**src/rtl/mux2_arbiter.sv**
```systemverilog
// Round-robin arbiter/sequencer sharing one WIDTH-bit output channel between requesters A and B.
// Latency: request in IDLE -> grant next edge; granted beat -> y/y_valid one edge later.
// Backpressure: none on the output; a requester stalls by dropping req_x, which ends its grant.
//
// Ports:
//   clk, rst                 clock and synchronous active-high reset
//   req_a/data_a/last_a      requester A: request/beat, data, final-beat marker
//   req_b/data_b/last_b      requester B: same meaning as A
//   gnt_a, gnt_b             current owner of the channel
//   sel                      mux select (0 = A, 1 = B); holds its value while idle
//   y, y_valid               registered output beat and its valid flag
//   busy                     a grant is active
module mux2_arbiter #(
  parameter int WIDTH    = 8,
  parameter int MAX_HOLD = 16
) (
  input  logic             clk,
  input  logic             rst,
  input  logic             req_a,
  input  logic [WIDTH-1:0] data_a,
  input  logic             last_a,
  input  logic             req_b,
  input  logic [WIDTH-1:0] data_b,
  input  logic             last_b,
  output logic             gnt_a,
  output logic             gnt_b,
  output logic             sel,
  output logic [WIDTH-1:0] y,
  output logic             y_valid,
  output logic             busy
);

  // Encoding chosen so each grant output is a state flop bit directly.
  typedef enum logic [1:0] {
    IDLE    = 2'b00,
    GRANT_A = 2'b01,
    GRANT_B = 2'b10
  } state_t;

  localparam logic [7:0] HOLD_LAST = 8'(MAX_HOLD - 1);

  state_t           state_q;
  logic             prio_q;      // 0 = A wins a tie, 1 = B wins a tie
  logic [7:0]       hold_cnt_q;
  logic [7:0]       hold_cnt_d;
  logic             sel_q;
  logic [WIDTH-1:0] y_q;
  logic             y_valid_q;

  // Owner-side view of the request, so both grant states share one path.
  logic             cur_req;
  logic             cur_last;
  logic [WIDTH-1:0] cur_data;
  logic             release_w;

  always_comb begin
    cur_req    = (state_q == GRANT_B) ? req_b  : req_a;
    cur_last   = (state_q == GRANT_B) ? last_b : last_a;
    cur_data   = (state_q == GRANT_B) ? data_b : data_a;
    hold_cnt_d = hold_cnt_q + 8'd1;
    // Release on abandon, on the final beat, or on the MAX_HOLD-th beat.
    release_w  = !cur_req || cur_last || (hold_cnt_q == HOLD_LAST);
  end

  always_ff @(posedge clk) begin
    if (rst) begin
      state_q    <= IDLE;
      prio_q     <= 1'b0;
      hold_cnt_q <= 8'd0;
      sel_q      <= 1'b0;
      y_q        <= '0;
      y_valid_q  <= 1'b0;
    end else begin
      case (state_q)
        IDLE: begin
          y_valid_q <= 1'b0;
          if (req_a && (!req_b || !prio_q)) begin
            state_q <= GRANT_A;
            sel_q   <= 1'b0;
          end else if (req_b) begin
            state_q <= GRANT_B;
            sel_q   <= 1'b1;
          end
        end
        GRANT_A, GRANT_B: begin
          if (cur_req) begin
            y_q        <= cur_data;
            y_valid_q  <= 1'b1;
            hold_cnt_q <= hold_cnt_d;
          end else begin
            y_valid_q  <= 1'b0;
          end
          // Hand priority to the other side even if it is not requesting;
          // the mandatory IDLE bubble follows every release.
          if (release_w) begin
            state_q    <= IDLE;
            hold_cnt_q <= 8'd0;
            prio_q     <= (state_q == GRANT_A);
          end
        end
        default: state_q <= IDLE;
      endcase
    end
  end

  assign gnt_a   = state_q[0];
  assign gnt_b   = state_q[1];
  assign busy    = state_q[0] | state_q[1];
  assign sel     = sel_q;
  assign y       = y_q;
  assign y_valid = y_valid_q;

endmodule
```
**config.mk**
```make
export PLATFORM = sky130hd
export DESIGN_NAME = mux2_arbiter
export DESIGN_NICKNAME = d
export VERILOG_FILES = /design/src/rtl/mux2_arbiter.sv
export SDC_FILE = /design/constraint.sdc
export NUM_CORES = 1
export LEC_CHECK = 0
export ABC_AREA = 1
export CAP_MARGIN = 20
export CORE_ASPECT_RATIO = 0.75
export CORE_MARGIN = 2
export CORE_UTILIZATION = 40
export DETAILED_ROUTE_END_ITERATION = 10
export GPL_ROUTABILITY_DRIVEN = 0
export PLACE_DENSITY = 0.71
export SYNTH_ARGS = -nofsm -noshare
export SYNTH_HDL_FRONTEND = slang
export SYNTH_SLANG_ARGS = --single-unit
```
**constraint.sdc**
```tcl
create_clock -name clk -period 3.6 [get_ports clk]
set_clock_uncertainty 0.05 [all_clocks]
set_input_delay 0.54 -clock clk [delete_from_list [all_inputs] [get_ports clk]]
set_output_delay 0.54 -clock clk [all_outputs]
set_load 0.005 [all_outputs]
```
==> flow_summary_export.csv <==
group,metric,value,unit
worst_setup_path,slowest_stage,"clkdlybuf4s50_1",
hold_path,hold_path.class,"reg -> reg",
timing,finalCriticalPeriod,2.23,ns
floorplanning,rows,16,
logic_synthesis,seq_area_frac_synth,39.9,%
worst_setup_path,endpoint,"busy",
worst_setup_path,crit_family,"buffers and inverters",
grt,grt_usage,15.7,%
logic_synthesis,ys_types,23,
run_status,outcome,"complete, no violations",
worst_setup_path,critical_path_class,"reg -> out",
logic_synthesis,synth_edf_count,0,
floorplanning,die-area,3070,um2
worst_setup_path,crit_required,3.01,ns
worst_setup_path,path_max_fanout,5,
worst_setup_path,path_cells,"inv_1, ha_1, inv_1, clkdlybuf4s50_1",
grt,grt_pass1_wl,3.90,mm
routing,routed_wl,2.20,mm
routing,drc,0,
timing,worstMarginPinSlew,0.372,ns
finish,fillers,254,
routing,routed_via_density,4.76,
logic_synthesis,postSynthCellCount,137,
clock_tree,post_cts_buffers,0,
routing,wire_per_inst,10.5,um
clock_tree,clk_path_buf_depth,2,
logic_synthesis,async_flop_share,0,%
worst_setup_path,r2r_start,"state_q[0]",
finish,seq_area,420,um2
logic_synthesis,ys_warn_count,0,
worst_setup_path,crit_buf_inv,3,
finish,final_net_count,201,
clock_tree,clk_pin_slew_worst_paths,0.11,ns
clock_tree,clock_latency,0.30,ns
power,vdd_drop_max,153,uV
floorplanning,die_width,63.3,um
clock_tree,cts_resized,0,
clock_tree,htreeDepth,1,
worst_setup_path,crit_cells,4,
logic_synthesis,synth_ff_type,"dfxtp_1",
worst_setup_path,critPathMaxStageDelay,0.50,ns
worst_setup_path,worstSetupEndpointType,"primary output",
routing,dr.pass1.iters,4,
worst_setup_path,worstRegToRegCells,8,
worst_setup_path,cp-startpoint,"state_q[0]",
clock_tree,ctsHoldBuffers,0,
grt,overflow,0,
finish,utilization,56.4,%
worst_setup_path,rrSetupSlack,1.64,ns
power,power_leakage,0.588,nW
finish,diodes,0,
logic_synthesis,synth_fp_nets,164,
finish,finalInstanceArea,1450,um2
clock_tree,root_buffer,"clkbuf_4",
timing,grt_setup_unrepaired,"no",
finish,multi_input_area,559,um2
timing,finalSetupTns,0,ns
timing,hold_slack,0.418,ns
routing,vias,995,
grt,grt_pass1_vias,911,
clock_tree,cts_tree,"done",
logic_synthesis,yosysTopAreaCellShare,39.9,%
floorplanning,core_area,2560,um2
timing,setup_viol,0,
floorplanning,io_pins,35,
finish,area_growth,37.0,%
timing,final-hold-violation-count,0,
floorplanning,dieHeight,48.5,um
logic_synthesis,yosysMostFrequentCell,"nand2_1",
logic_synthesis,syn_area,1050,um2
finish,layout-drive-gt1-share,9.25,%
logic_synthesis,ys_seq_elements,21,
timing,slew_violations,0,
timing,fmax,449,MHz
clock_tree,cts_buffers,3,
worst_setup_path,startpoint_type,"register",
logic_synthesis,syn_avg_cell_area,7.70,um2
logic_synthesis,yosys-top-cells-count,"nand2_1 (37), dfxtp_1 (21), nor2_1 (13)",
worst_setup_path,worstPathArrival,1.64,ns
logic_synthesis,yosysTopAreaCell,"dfxtp_1",
worst_setup_path,critPathMostFrequentCell,"inv_1",
routing,postRouteAntennaNets,0,
grt,grt_start_max_net_pins,18,
floorplanning,initial_core_util,41.2,%
placement,numPortBuffers,34,
job,cap_violations,0,
logic_synthesis,netlist_top_cells_area,"dfxtp_1 (40%), nand2_1 (13%), ha_1 (5.9%)",
timing,timing.final.crit_share,61.8,%
power,p_per_area,357,nW/um2
timing,relSlewSlack,75.2,%
placement,dp.final_hpwl,1.73,mm
placement,placed_cell_area,1420,um2
worst_setup_path,r2r_end,"y[7]",
grt,antenna_found_initial,0,
routing,drt-initial-drc-count,35,
clock_tree,cts_sinks,21,
==> flip-flops by register name (all words and copies together), names as in the netlist <==
name / cells
y: 8
hold_cnt_q: 8
y_valid: 1
sel: 1
prio_q: 1
state_q: 2
==> placed cells by master, fill, tap and decap left out, drive strengths merged <==
| cell | synthesis | layout |
|---|---|---|
| inv | 14 | 14 |
| clkdlybuf4s50 | 0 | 34 |
| dfxtp | 21 | 21 |
| nor2 | 16 | 16 |
| a31oi | 8 | 8 |
| a21oi | 6 | 6 |
| nand4 | 2 | 2 |
| nor3 | 1 | 1 |
| a211oi | 2 | 2 |
| nand3 | 6 | 6 |
| clkbuf | 0 | 3 |
| xnor2 | 2 | 2 |
| xor2 | 3 | 3 |
| ha | 5 | 5 |
| clkinv | 0 | 1 |
| nand2 | 39 | 39 |
| o21ai | 10 | 10 |
==> per-stage QoR <==
| stage | total power (W) | cells | setup slack [ns] |
|---|---|---|---|
| 2_1_floorplan | 0.000340 | 137 | 2.00 |
| 3_3_place_gp | 0.000407 | 205 | 1.66 |
| 3_5_place_dp | 0.000410 | 205 | 1.53 |
| 4_1_cts | 0.000522 | 209 | 1.35 |
| 5_1_grt | 0.000552 | 209 | 1.28 |
| 6_report | 0.000516 | 209 | 1.37 |
==> cell type report <==
cell class / instances / area share [%]
well taps: 36 / 3.12
flip-flops and latches: 21 / 29.1
clock inverters: 1 / 0.346
repair buffers: 34 / 23.5
clock buffers: 3 / 1.56
inverters: 14 / 3.64
multi-input cells: 100 / 38.7
==> metal layers <==
metal	track usage [%]	part of all wire [%]	vias up
met2	25.7	44	25
met5	0	0	-
met4	3.26	0.64	0
li1	-	-	520
met1	20.6	51	445
met3	4.88	4.3	5
==> worst min-delay path by stage <==
stage | from | end | slack (ns) | cells after the start
after detailed placement | y_valid | y_valid | 0.40 | 2
after global placement | y_valid | y_valid | 0.40 | 2
after CTS | y_valid | y_valid | 0.42 | 2
after global routing | y_valid | y_valid | 0.44 | 2
after floorplan | prio_q | prio_q | 0.38 | 2
final | y_valid | y_valid | 0.42 | 2
==> worst register-to-register path: stages, from the launching register on <==
cell     delay (ns)
dfxtp_1        0.37
inv_1          0.10
ha_1           0.38
inv_2          0.17
nand2_1        0.12
nand2_2        0.09
nor2_4         0.29
o21ai_0        0.15
a31oi_1        0.18
==> where the power goes <==
part           switching (W)  internal [W]
clock              0.0000697     0.0000415
sequential         0.0000118      0.000250
combinational      0.0000683     0.0000746
total               0.000150      0.000366
==> kinds of logic after synthesis <==
family	after synthesis	share of synthesized area, %
simple gates	64	28.4
compound gates	26	14.6
flops	21	39.9
buf+inv	16	7.12
xor+xnor	5	4.15
fa+ha+maj	5	5.93
(Power assumes the default switching activity.)
